<file path="src/rtl/regfile_mul_ctrl_if.sv">
// Bus between the shift-add multiplier controller and its sequencer/register file.
// The controller takes the master modport; the other side takes slave.
interface regfile_mul_ctrl_if #(
  parameter int unsigned WIDTH  = 8,
  parameter int unsigned ADDR_W = 4
);
  logic                 start;
  logic [ADDR_W-1:0]    src_a;
  logic [ADDR_W-1:0]    src_b;
  logic [ADDR_W-1:0]    dst;
  logic [ADDR_W-1:0]    A_addr;
  logic [ADDR_W-1:0]    B_addr;
  logic [WIDTH-1:0]     A_data;
  logic [WIDTH-1:0]     B_data;
  logic [ADDR_W-1:0]    W_addr;
  logic [WIDTH-1:0]     W_data;
  logic                 wr;
  logic                 busy;
  logic                 done;
  logic [2*WIDTH-1:0]   product;

  modport master (
    input  start, src_a, src_b, dst, A_data, B_data,
    output A_addr, B_addr, W_addr, W_data, wr, busy, done, product
  );

  modport slave (
    output start, src_a, src_b, dst, A_data, B_data,
    input  A_addr, B_addr, W_addr, W_data, wr, busy, done, product
  );
endinterface

</file>
<file path="src/rtl/regfile_mul_ctrl.sv">
// Shift-add multiplier that reads two registers and writes the 2*WIDTH product back as two bytes.
// Define REGFILE_MUL_SIGNED_EN for two's-complement operands (sign-magnitude around the core).
module regfile_mul_ctrl #(
  parameter int unsigned WIDTH  = 8,
  parameter int unsigned ADDR_W = 4
) (
  input logic                clk,
  input logic                rst,
  regfile_mul_ctrl_if.master bus
);
  localparam int unsigned CW = $clog2(WIDTH + 1);

  typedef enum logic [2:0] {StIdle, StLoad, StCalc, StWrLo, StWrHi, StDone} state_e;

  state_e               state_q, state_d;
  logic [ADDR_W-1:0]    a_addr_q, a_addr_d, b_addr_q, b_addr_d;
  logic [ADDR_W-1:0]    w_addr_q, w_addr_d, dst_q, dst_d;
  logic [WIDTH-1:0]     w_data_q, w_data_d;
  logic                 wr_q, wr_d, busy_q, busy_d, done_q, done_d;
  logic [2*WIDTH-1:0]   product_q, product_d, acc_q, acc_d, res;
  logic [WIDTH-1:0]     mcand_q, mcand_d, mplier_q, mplier_d;
  logic [CW-1:0]        cnt_q, cnt_d;
  logic [WIDTH:0]       sum;
`ifdef REGFILE_MUL_SIGNED_EN
  logic                 sign_q, sign_d;
`endif

  always_comb begin
    state_d   = state_q;
    a_addr_d  = a_addr_q;
    b_addr_d  = b_addr_q;
    w_addr_d  = w_addr_q;
    w_data_d  = w_data_q;
    dst_d     = dst_q;
    product_d = product_q;
    acc_d     = acc_q;
    mcand_d   = mcand_q;
    mplier_d  = mplier_q;
    cnt_d     = cnt_q;
    sum       = '0;
    res       = acc_q;
`ifdef REGFILE_MUL_SIGNED_EN
    sign_d    = sign_q;
    if (sign_q) res = -acc_q;
`endif
    case (state_q)
      StIdle: begin
        if (bus.start) begin
          a_addr_d = bus.src_a;
          b_addr_d = bus.src_b;
          dst_d    = bus.dst;
          state_d  = StLoad;
        end
      end
      StLoad: begin
`ifdef REGFILE_MUL_SIGNED_EN
        mcand_d  = bus.A_data[WIDTH-1] ? -bus.A_data : bus.A_data;
        mplier_d = bus.B_data[WIDTH-1] ? -bus.B_data : bus.B_data;
        sign_d   = bus.A_data[WIDTH-1] ^ bus.B_data[WIDTH-1];
`else
        mcand_d  = bus.A_data;
        mplier_d = bus.B_data;
`endif
        acc_d    = '0;
        cnt_d    = '0;
        state_d  = StCalc;
      end
      StCalc: begin
        // The cycle after the last iteration finalises the result and launches the low-byte write.
        if (cnt_q == CW'(WIDTH)) begin
          acc_d    = res;
          w_addr_d = dst_q;
          w_data_d = res[WIDTH-1:0];
          state_d  = StWrLo;
        end else begin
          sum      = {1'b0, acc_q[2*WIDTH-1:WIDTH]} + (mplier_q[0] ? {1'b0, mcand_q} : '0);
          acc_d    = {sum, acc_q[WIDTH-1:1]};
          mplier_d = mplier_q >> 1;
          cnt_d    = cnt_q + CW'(1);
        end
      end
      StWrLo: begin
        w_addr_d = dst_q + ADDR_W'(1);
        w_data_d = acc_q[2*WIDTH-1:WIDTH];
        state_d  = StWrHi;
      end
      StWrHi: begin
        product_d = acc_q;
        state_d   = StDone;
      end
      StDone:  state_d = StIdle;
      default: state_d = StIdle;
    endcase
    busy_d = (state_d != StIdle);
    wr_d   = (state_d == StWrHi) || (state_d == StWrLo);
    done_d = (state_d == StDone);
  end

  always_ff @(posedge clk) begin
    if (!rst) begin
      state_q   <= StIdle;
      a_addr_q  <= '0;
      b_addr_q  <= '0;
      w_addr_q  <= '0;
      w_data_q  <= '0;
      dst_q     <= '0;
      wr_q      <= 1'b0;
      busy_q    <= 1'b0;
      done_q    <= 1'b0;
      product_q <= '0;
      acc_q     <= '0;
      mcand_q   <= '0;
      mplier_q  <= '0;
      cnt_q     <= '0;
`ifdef REGFILE_MUL_SIGNED_EN
      sign_q    <= 1'b0;
`endif
    end else begin
      state_q   <= state_d;
      a_addr_q  <= a_addr_d;
      b_addr_q  <= b_addr_d;
      w_addr_q  <= w_addr_d;
      w_data_q  <= w_data_d;
      dst_q     <= dst_d;
      wr_q      <= wr_d;
      busy_q    <= busy_d;
      done_q    <= done_d;
      product_q <= product_d;
      acc_q     <= acc_d;
      mcand_q   <= mcand_d;
      mplier_q  <= mplier_d;
      cnt_q     <= cnt_d;
`ifdef REGFILE_MUL_SIGNED_EN
      sign_q    <= sign_d;
`endif
    end
  end

  assign bus.A_addr  = a_addr_q;
  assign bus.B_addr  = b_addr_q;
  assign bus.W_addr  = w_addr_q;
  assign bus.W_data  = w_data_q;
  assign bus.wr      = wr_q;
  assign bus.busy    = busy_q;
  assign bus.done    = done_q;
  assign bus.product = product_q;
endmodule

</file>
<file path="src/flat_wrapper.sv">
// flat-port wrapper written by rule: the top's interface ports become plain ports
module regfile_mul_ctrl_flat 
#(
  parameter int unsigned WIDTH  = 8,
  parameter int unsigned ADDR_W = 4
)
  (clk, rst, bus_start, bus_src_a, bus_src_b, bus_dst, bus_A_data, bus_B_data, bus_A_addr, bus_B_addr, bus_W_addr, bus_W_data, bus_wr, bus_busy, bus_done, bus_product);
  regfile_mul_ctrl_if #(.WIDTH(WIDTH), .ADDR_W(ADDR_W)) bus_i ();
  input logic clk;
  input logic rst;
  input wire logic [$bits(bus_i.start)-1:0] bus_start;
  input wire logic [$bits(bus_i.src_a)-1:0] bus_src_a;
  input wire logic [$bits(bus_i.src_b)-1:0] bus_src_b;
  input wire logic [$bits(bus_i.dst)-1:0] bus_dst;
  input wire logic [$bits(bus_i.A_data)-1:0] bus_A_data;
  input wire logic [$bits(bus_i.B_data)-1:0] bus_B_data;
  output wire logic [$bits(bus_i.A_addr)-1:0] bus_A_addr;
  output wire logic [$bits(bus_i.B_addr)-1:0] bus_B_addr;
  output wire logic [$bits(bus_i.W_addr)-1:0] bus_W_addr;
  output wire logic [$bits(bus_i.W_data)-1:0] bus_W_data;
  output wire logic [$bits(bus_i.wr)-1:0] bus_wr;
  output wire logic [$bits(bus_i.busy)-1:0] bus_busy;
  output wire logic [$bits(bus_i.done)-1:0] bus_done;
  output wire logic [$bits(bus_i.product)-1:0] bus_product;
  assign bus_i.start = bus_start;
  assign bus_i.src_a = bus_src_a;
  assign bus_i.src_b = bus_src_b;
  assign bus_i.dst = bus_dst;
  assign bus_i.A_data = bus_A_data;
  assign bus_i.B_data = bus_B_data;
  assign bus_A_addr = bus_i.A_addr;
  assign bus_B_addr = bus_i.B_addr;
  assign bus_W_addr = bus_i.W_addr;
  assign bus_W_data = bus_i.W_data;
  assign bus_wr = bus_i.wr;
  assign bus_busy = bus_i.busy;
  assign bus_done = bus_i.done;
  assign bus_product = bus_i.product;
  regfile_mul_ctrl #(.WIDTH(WIDTH), .ADDR_W(ADDR_W)) u_core (.clk(clk), .rst(rst), .bus(bus_i));
endmodule
</file>
<file path="config.mk">
export PLATFORM = sky130hd
export DESIGN_NAME = regfile_mul_ctrl_flat
export DESIGN_NICKNAME = d
export VERILOG_FILES = /design/src/rtl/regfile_mul_ctrl_if.sv /design/src/rtl/regfile_mul_ctrl.sv /design/src/flat_wrapper.sv
export SDC_FILE = /design/constraint.sdc
export NUM_CORES = 1
export LEC_CHECK = 0
export ABC_AREA = 1
export CAP_MARGIN = 20
export CORE_AREA = 5 5 90 92
export DETAILED_ROUTE_END_ITERATION = 8
export DIE_AREA = 0 0 95 97
export GPL_TIMING_DRIVEN = 0
export PLACE_DENSITY = 0.78
export SYNTH_ARGS = -nofsm -noshare
export SYNTH_HDL_FRONTEND = slang
export SYNTH_SLANG_ARGS = --single-unit
</file>
<file path="constraint.sdc">
create_clock -name clk -period 2.3 [get_ports clk]
set_input_delay 0.46 -clock clk [delete_from_list [all_inputs] [get_ports clk]]
set_output_delay 0.46 -clock clk [all_outputs]
set_load 0.02 [all_outputs]
</file>
==> impl_results.md, run 1 <==
* Outcome: completed
* Register bit count reported by yosys at 82
* DR pass1 iterations at 4
* TritonCTS buffer count at 9
* Initial antenna violation count at 0
* Crit path required time at 2.52 ns
* Clock root buffer: clkbuf_8
* Critical Path Slowest Stage Cell: fa_1
* Unrepaired setup endpoints after global routing: no
* Overall global routing resource usage at 0.203
* # hold bufs at CTS at 0
* Met1 usage at 0.259
* First-pass GRT wire length at 15,200 µm
* Syn avg cell area at 7.33 µm²
* Syn nets at about 530
* Die height at 97 µm
* Slew Limit Fails at 0
* Number of vias per cell at 4.93
* Peak supply drop at 348 µV
* Final-layout fill cell count at 636
* Vias at 3,321
* Row count at 31
* Largest net degree at the start of global routing at 15
* Overall power at 3310 µW
* DR iter-0 viols at about 140
* Syn Inst Count at around 490
* Final setup TNS at 0 ns
* IO buf count at 69
* GRT Max-Usage Layer: met2
* Clock Pin Slew Worst Setup and Hold Paths at approximately 0.08 ns
* Crit-path max FO at 9
* Area Growth Syn to Fin at 30.1%
* Core Region at 7140 µm²
* Worst Skew at 0.00679 ns
* Crit-path max cell delay at about 0.4 ns
* CTS tree: built
* Tightest Pin Transition at 0.540 ns
* Worst setup EP type: flip-flop
* Setup violators final at 0
* Initial core utilization at 0.502
* Post-route cell area at 4670 µm²
* WL final at 8810 µm
* Clk sinks at 82
* Die area at slightly above 9000 µm²
* HPWL after DPL at 6610 µm
* CP startpoint kind: flip-flop
* Seq/Total Area, Yosys at 0.458
* Max Freq at 489 MHz
* Met3 usage in global routing at 0.0559
* Vias in the first global route at approximately 3,400
* Die width at 95 µm
* R2R cell count at 13
* CP arrival at 2.26 ns
* CTS resizes at 0
* Post-synthesis cell type count at 25
* Gpl congestion at 0.848
* Critical path depth in cells at 13
* Setup repair bufs after CTS at 0
* Clock Latency Late Sink at 0.35 ns
* Crit-path cells: clkbuf_1, nand2_1, inv_1, ha_1, fa_1, nand2_1, nand2_1, nand3_1, nand2_1, nand2_1, nand2_1, nand2_1, a21oi_1
* Total gr overflow at 0
* Min-Delay Path Depth at 2
* Residual DRC at 0
* WS Path Type: reg -> reg
* Wire per inst at 13.1 µm
* Num ports at 70
* CTS H-tree lvls at 3
* Maximum root-to-sink buffer count at 2
* Mapped Area at 3590 µm²
* Cell area power density at 709 nW/µm²
* Final hold vios at 0
* Share of post-route cells with drive strength above 1 at 0.0767
* Family with the most delay on the worst path: simple AND/OR/NAND/NOR gates
* Hold WC Path Type: reg -> reg
* Fin nets at 612
* Bufs and invs on worst path at 2
* Fin cells at 673
* Max Cap Viol at 0
* CP dominant cell by count: nand2_1
* Period minus WS final at 2.04 ns
* Total leakage power at 0.00193 µW
* Placed instance area at around 4400 µm²
* Routing usage on met2 at 0.326
* Rel. slew slack at 0.640
* Routed Antenna Nets at 0
* Synth warnings at 0
* Fin crit share at 0.888
* Placed insts at about 660
* Diodes inserted at 0
-- power breakdown --
part / internal [µW] / switching, µW
Clock: 837 / 530
Sequential: 1480 / 36.5
Combinational: 182 / 240
-- tightest hold or removal path, cell delays in order, from the launching register on --
cell     delay [ns]
dfxtp_1        0.30
inv_1          0.05
a21oi_1        0.05
-- final timing paths --
check	to	from	slack [ns]
hold / removal	u_core.mplier_q[6]	u_core.mplier_q[6]	0.45
hold reg to reg	u_core.mplier_q[6]	u_core.mplier_q[6]	0.45
setup / recovery	u_core.acc_q[15]	u_core.mplier_q[0]	0.26
setup reg to reg	u_core.acc_q[15]	u_core.mplier_q[0]	0.26
-- Yosys cell counts --
cell	count	area, µm²
nor2_4	3	33.8
or2_2	1	6.26
clkinv_1	1	3.75
nand2_4	2	22.5
nand3_2	2	20.0
inv_1	39	146
inv_2	8	30.0
nand3b_1	3	22.5
nor2_1	53	199
nand3_1	14	70.1
a31oi_1	3	18.8
xor2_1	4	35.0
buf_2	6	30.0
fa_1	1	20.0
dfxtp_1	82	1640
nand2_1	128	480
clkbuf_1	10	37.5
o21ai_1	8	40.0
buf_6	6	67.6
o21ai_0	40	200
ha_1	11	138
nor2_2	1	6.26
or2_1	1	6.26
a21oi_1	60	300
nor3_1	2	10.0
-- flip-flops by register name, indices dropped and copies added (netlist names), 3 cells and up --
signal,cells
u_core.cnt_q,4
u_core.bus.product,16
u_core.mcand_q,8
u_core.dst_q,4
u_core.bus.W_addr,4
u_core.bus.W_data,8
u_core.mplier_q,8
u_core.bus.A_addr,4
u_core.acc_q,16
u_core.bus.B_addr,4
u_core.state_q,3
-- layout by cell type (no fill, tap or decap), types with 4 or more instances in the layout --
| master | n |
|---|---|
| nand2_1 | 128 |
| clkbuf_1 | 11 |
| inv_1 | 39 |
| o21ai_0 | 40 |
| buf_2 | 6 |
| clkbuf_8 | 9 |
| a21oi_1 | 60 |
| clkdlybuf4s50_1 | 69 |
| nand3_1 | 14 |
| nor2_1 | 53 |
| dfxtp_1 | 82 |
| o21ai_1 | 8 |
| xor2_1 | 4 |
| bufinv_16 | 4 |
| buf_6 | 6 |
| inv_2 | 8 |
| ha_1 | 11 |
-- kinds of logic after synthesis --
group           synth area share
buf+inv                   0.0879
compound gates             0.156
fa+ha+maj                 0.0440
xor+xnor                 0.00977
flops                      0.458
simple gates               0.245
-- final cells by class --
class,instances,area [µm²],area share
buffer,22,135,0.0290
inverter,48,180,0.0386
multi-input combinational,337,1630,0.349
sequential,82,1640,0.352
timing repair buffer,69,691,0.148
tap,99,124,0.0265
clock inverter,6,138,0.0295
clock buffer,10,128,0.0274
-- metal layers --
metal | vias to the layer above | share of wire
met2 | 100 | 0.48
met4 | 0 | 0.025
met1 | 1470 | 0.45
met5 | - | 0
met3 | 22 | 0.052
li1 | 1729 | -
-- stage by stage --
step / hold slack [ns] / util / setup slack [ns]
after floorplan: 0.425 / - / 0.569
after global placement: 0.437 / 0.617 / 0.139
after detailed placement: 0.447 / 0.617 / 0.104
after CTS: 0.458 / 0.654 / 0.277
after global routing: 0.489 / 0.654 / 0.0901
final: 0.454 / 0.654 / 0.257
(Power assumes the default switching activity.)
==> run 2: changes to the inputs <==
RECOVER_POWER = 50   (was unset)
clock period = 1.9 ns   (was 2.3 ns; I/O delays follow)
==> run 2 against run 1 <==
Non-clock buffer count is 1 lower. Utilization fell by 0.23 points. Count of clock-buffer cells in the layout did not move. Clock power increased by 22%. Cell area shrank 0.35%. First-iteration DRC count grew 24%. Fmax grew 16%. Sequential cell count unchanged. Total power increased by 21%. Hold slack lost 0.0015 ns. Critical endpoint unchanged. Largest power group unchanged. Highest routed layer unchanged.
==> impl_results.md, run 2 (synthesis gave the netlist of run 1 again) <==
* Num ports at 70 (unchanged)
* Max Freq at 567 MHz (+16%)
* Final core utilization at 0.651 (-0.00228)
* Row count at 31 (unchanged)
* Routed Antenna Nets at 0 (unchanged)
* Crit-path cells: nand2_1, inv_1, ha_1, fa_2, nand2_2, nand2_2, nand3_2, nand2_1, nand2_1, nand2_1, nand2_1, a21oi_1
* Hold WC Path Type: reg -> reg
* Vias in the first global route at 3,369 (-0.059%)
* Die area at 9220 µm² (unchanged)
* Diodes inserted at 0 (unchanged)
* First-pass GRT wire length at 15,200 µm (unchanged)
* Worst Skew at 0.00806 ns (+0.00127 ns)
* Clock Pin Slew Worst Setup and Hold Paths at 0.08 ns (about the same)
* Crit-path max cell delay at 0.38 ns (-0.02 ns)
* DR pass1 iterations at 5 (+1)
* Peak supply drop at 423 µV (+21%)
* Critical Path Slowest Stage Cell: dfxtp_4
* DR iter-0 viols at 169 (+24%)
* Core Region at 7140 µm² (unchanged)
* Setup violators final at 0 (unchanged)
* Fin crit share at 0.928 (+0.0390)
* Initial antenna violation count at 0 (unchanged)
* Cell area power density at 862 nW/µm² (+22%)
* Gpl congestion at 0.848 (unchanged)
* Fin nets at 611 (-0.16%)
* Die width at 95 µm (unchanged)
* Crit-path max FO at 9 (unchanged)
* Min-delay src: u_core.mplier_q[6]
* CTS H-tree lvls at 3 (unchanged)
* Leading cell types in the layout, fill and taps excluded: nand2_1, dfxtp_1, clkdlybuf4s50_1
* CP startpoint: u_core.mplier_q[0]
* Overall power at 4010 µW (+21%)
* CP arrival at 1.98 ns (-0.28 ns)
* Largest net degree at the start of global routing at 15 (unchanged)
* Clock Latency Late Sink at 0.36 ns (about the same)
* Worst setup EP type: flip-flop
* Family with the most delay on the worst path: adder cells
* Residual DRC at 0 (unchanged)
* Clk sinks at 82 (unchanged)
* # hold bufs at CTS at 0 (unchanged)
* Number of vias per cell at 4.98 (+0.93%)
* IO buf count at 69 (unchanged)
* Area Growth Syn to Fin at 29.7%
* Maximum root-to-sink buffer count at 2 (unchanged)
* Max Cap Viol at 0 (unchanged)
* Rel. slew slack at 0.626 (-0.0139)
* Unrepaired setup endpoints after global routing: no
* Setup repair bufs after CTS at 0 (unchanged)
* Initial core utilization at 0.502 (unchanged)
* Period minus WS final at 1.76 ns (-0.281 ns)
* CP startpoint kind: flip-flop
* Die height at 97 µm (unchanged)
* HPWL after DPL at 6610 µm (unchanged)
* Worst hold-check slack at 0.453 ns (-0.00146 ns)
* Overall global routing resource usage at 0.203 (unchanged)
* Tightest Pin Transition at 0.561 ns (+0.0208 ns)
* WL final at 8970 µm (+1.8%)
* Share of post-route cells with drive strength above 1 at 0.0716 (-0.00510)
* Reg-to-reg startpoint: u_core.mplier_q[0]
* TritonCTS buffer count at 9 (unchanged)
* CTS resizes at 1 (+1)
* CTS tree: built
* Final-layout fill cell count at 642 (+0.94%)
* Vias at 3,347 (+0.78%)
* Bufs and invs on worst path at 1 (-1)
* Wire per inst at 13.4 µm (+2.0%)
* Most common cell after layout, fill and taps aside: nand2_1
* WS Path Type: reg -> reg
* Total leakage power at 0.00194 µW (+0.89%)
* Crit path required time at 2.12 ns (-0.40 ns)
* Slew Limit Fails at 0 (unchanged)
* Clock root buffer: clkbuf_8
* Final hold vios at 0 (unchanged)
* CP dominant cell by count: nand2_1
* Total gr overflow at 0 (unchanged)
* Outcome: completed
[run 2: cell types whose count changed in the layout (fill, tap and decap cells not counted), moves of 4 or more]
cell and change:
dlygate4sd3_1 +6, inv_2 -4, inv_1 +4, clkdlybuf4s50_1 -6
[run 2: power by group]
| part | leakage (µW) | total (µW) | internal, µW | switching, µW |
|---|---|---|---|---|
| combinational | 0.00115 | 495 | 214 | 281 |
| sequential | 0.000667 | 1850 | 1800 | 49.6 |
| clock | 0.000131 | 1670 | 1010 | 652 |
[run 2: area by class of cell]
type,instances,area [µm²],share of cell area
Buffer,21,125,0.0269
Clock buffer,10,128,0.0274
Clock inverter,6,138,0.0296
Inverter,48,180,0.0388
Multi-Input combinational cell,337,1620,0.348
Sequential cell,82,1650,0.354
Tap cell,99,124,0.0266
Timing Repair Buffer,69,691,0.149
[run 2: through the flow]
step           std cells  worst slack [ns]  TNS [ns]  cell area (µm²)
2_1_floorplan        489             0.169         0             3590
6_report             672             0.138         0             4650
5_1_grt              672            0.0269         0             4650
4_1_cts              672            0.0324         0             4660
3_5_place_dp         657            -0.216     -3.53             4400
3_3_place_gp         657            -0.181     -3.05             4400
[run 2: worst reg2reg max path, stage by stage (launching register included)]
cell and delay (ns):
dfxtp_4 0.38, nand2_1 0.07, inv_1 0.05, ha_1 0.21, fa_2 0.37, nand2_2 0.09, nand2_2 0.09, nand3_2 0.08
nand2_1 0.08, nand2_1 0.07, nand2_1 0.05, nand2_1 0.05, a21oi_1 0.06
[run 2: worst paths after layout]
check             slack [ns]  cells after the start                 end
setup / recovery        0.14                     12    u_core.acc_q[15]
hold / removal          0.45                      2  u_core.mplier_q[6]
setup reg to reg        0.14                     12    u_core.acc_q[15]
hold reg to reg         0.45                      2  u_core.mplier_q[6]
[run 2: per-layer routing]
layer  track usage  vias up  share of wire
li1              -     1725              -
met1         0.259     1500           0.45
met2         0.326      101           0.48
met3        0.0559       21          0.052
met4        0.0710        0          0.025
met5             0        -              0
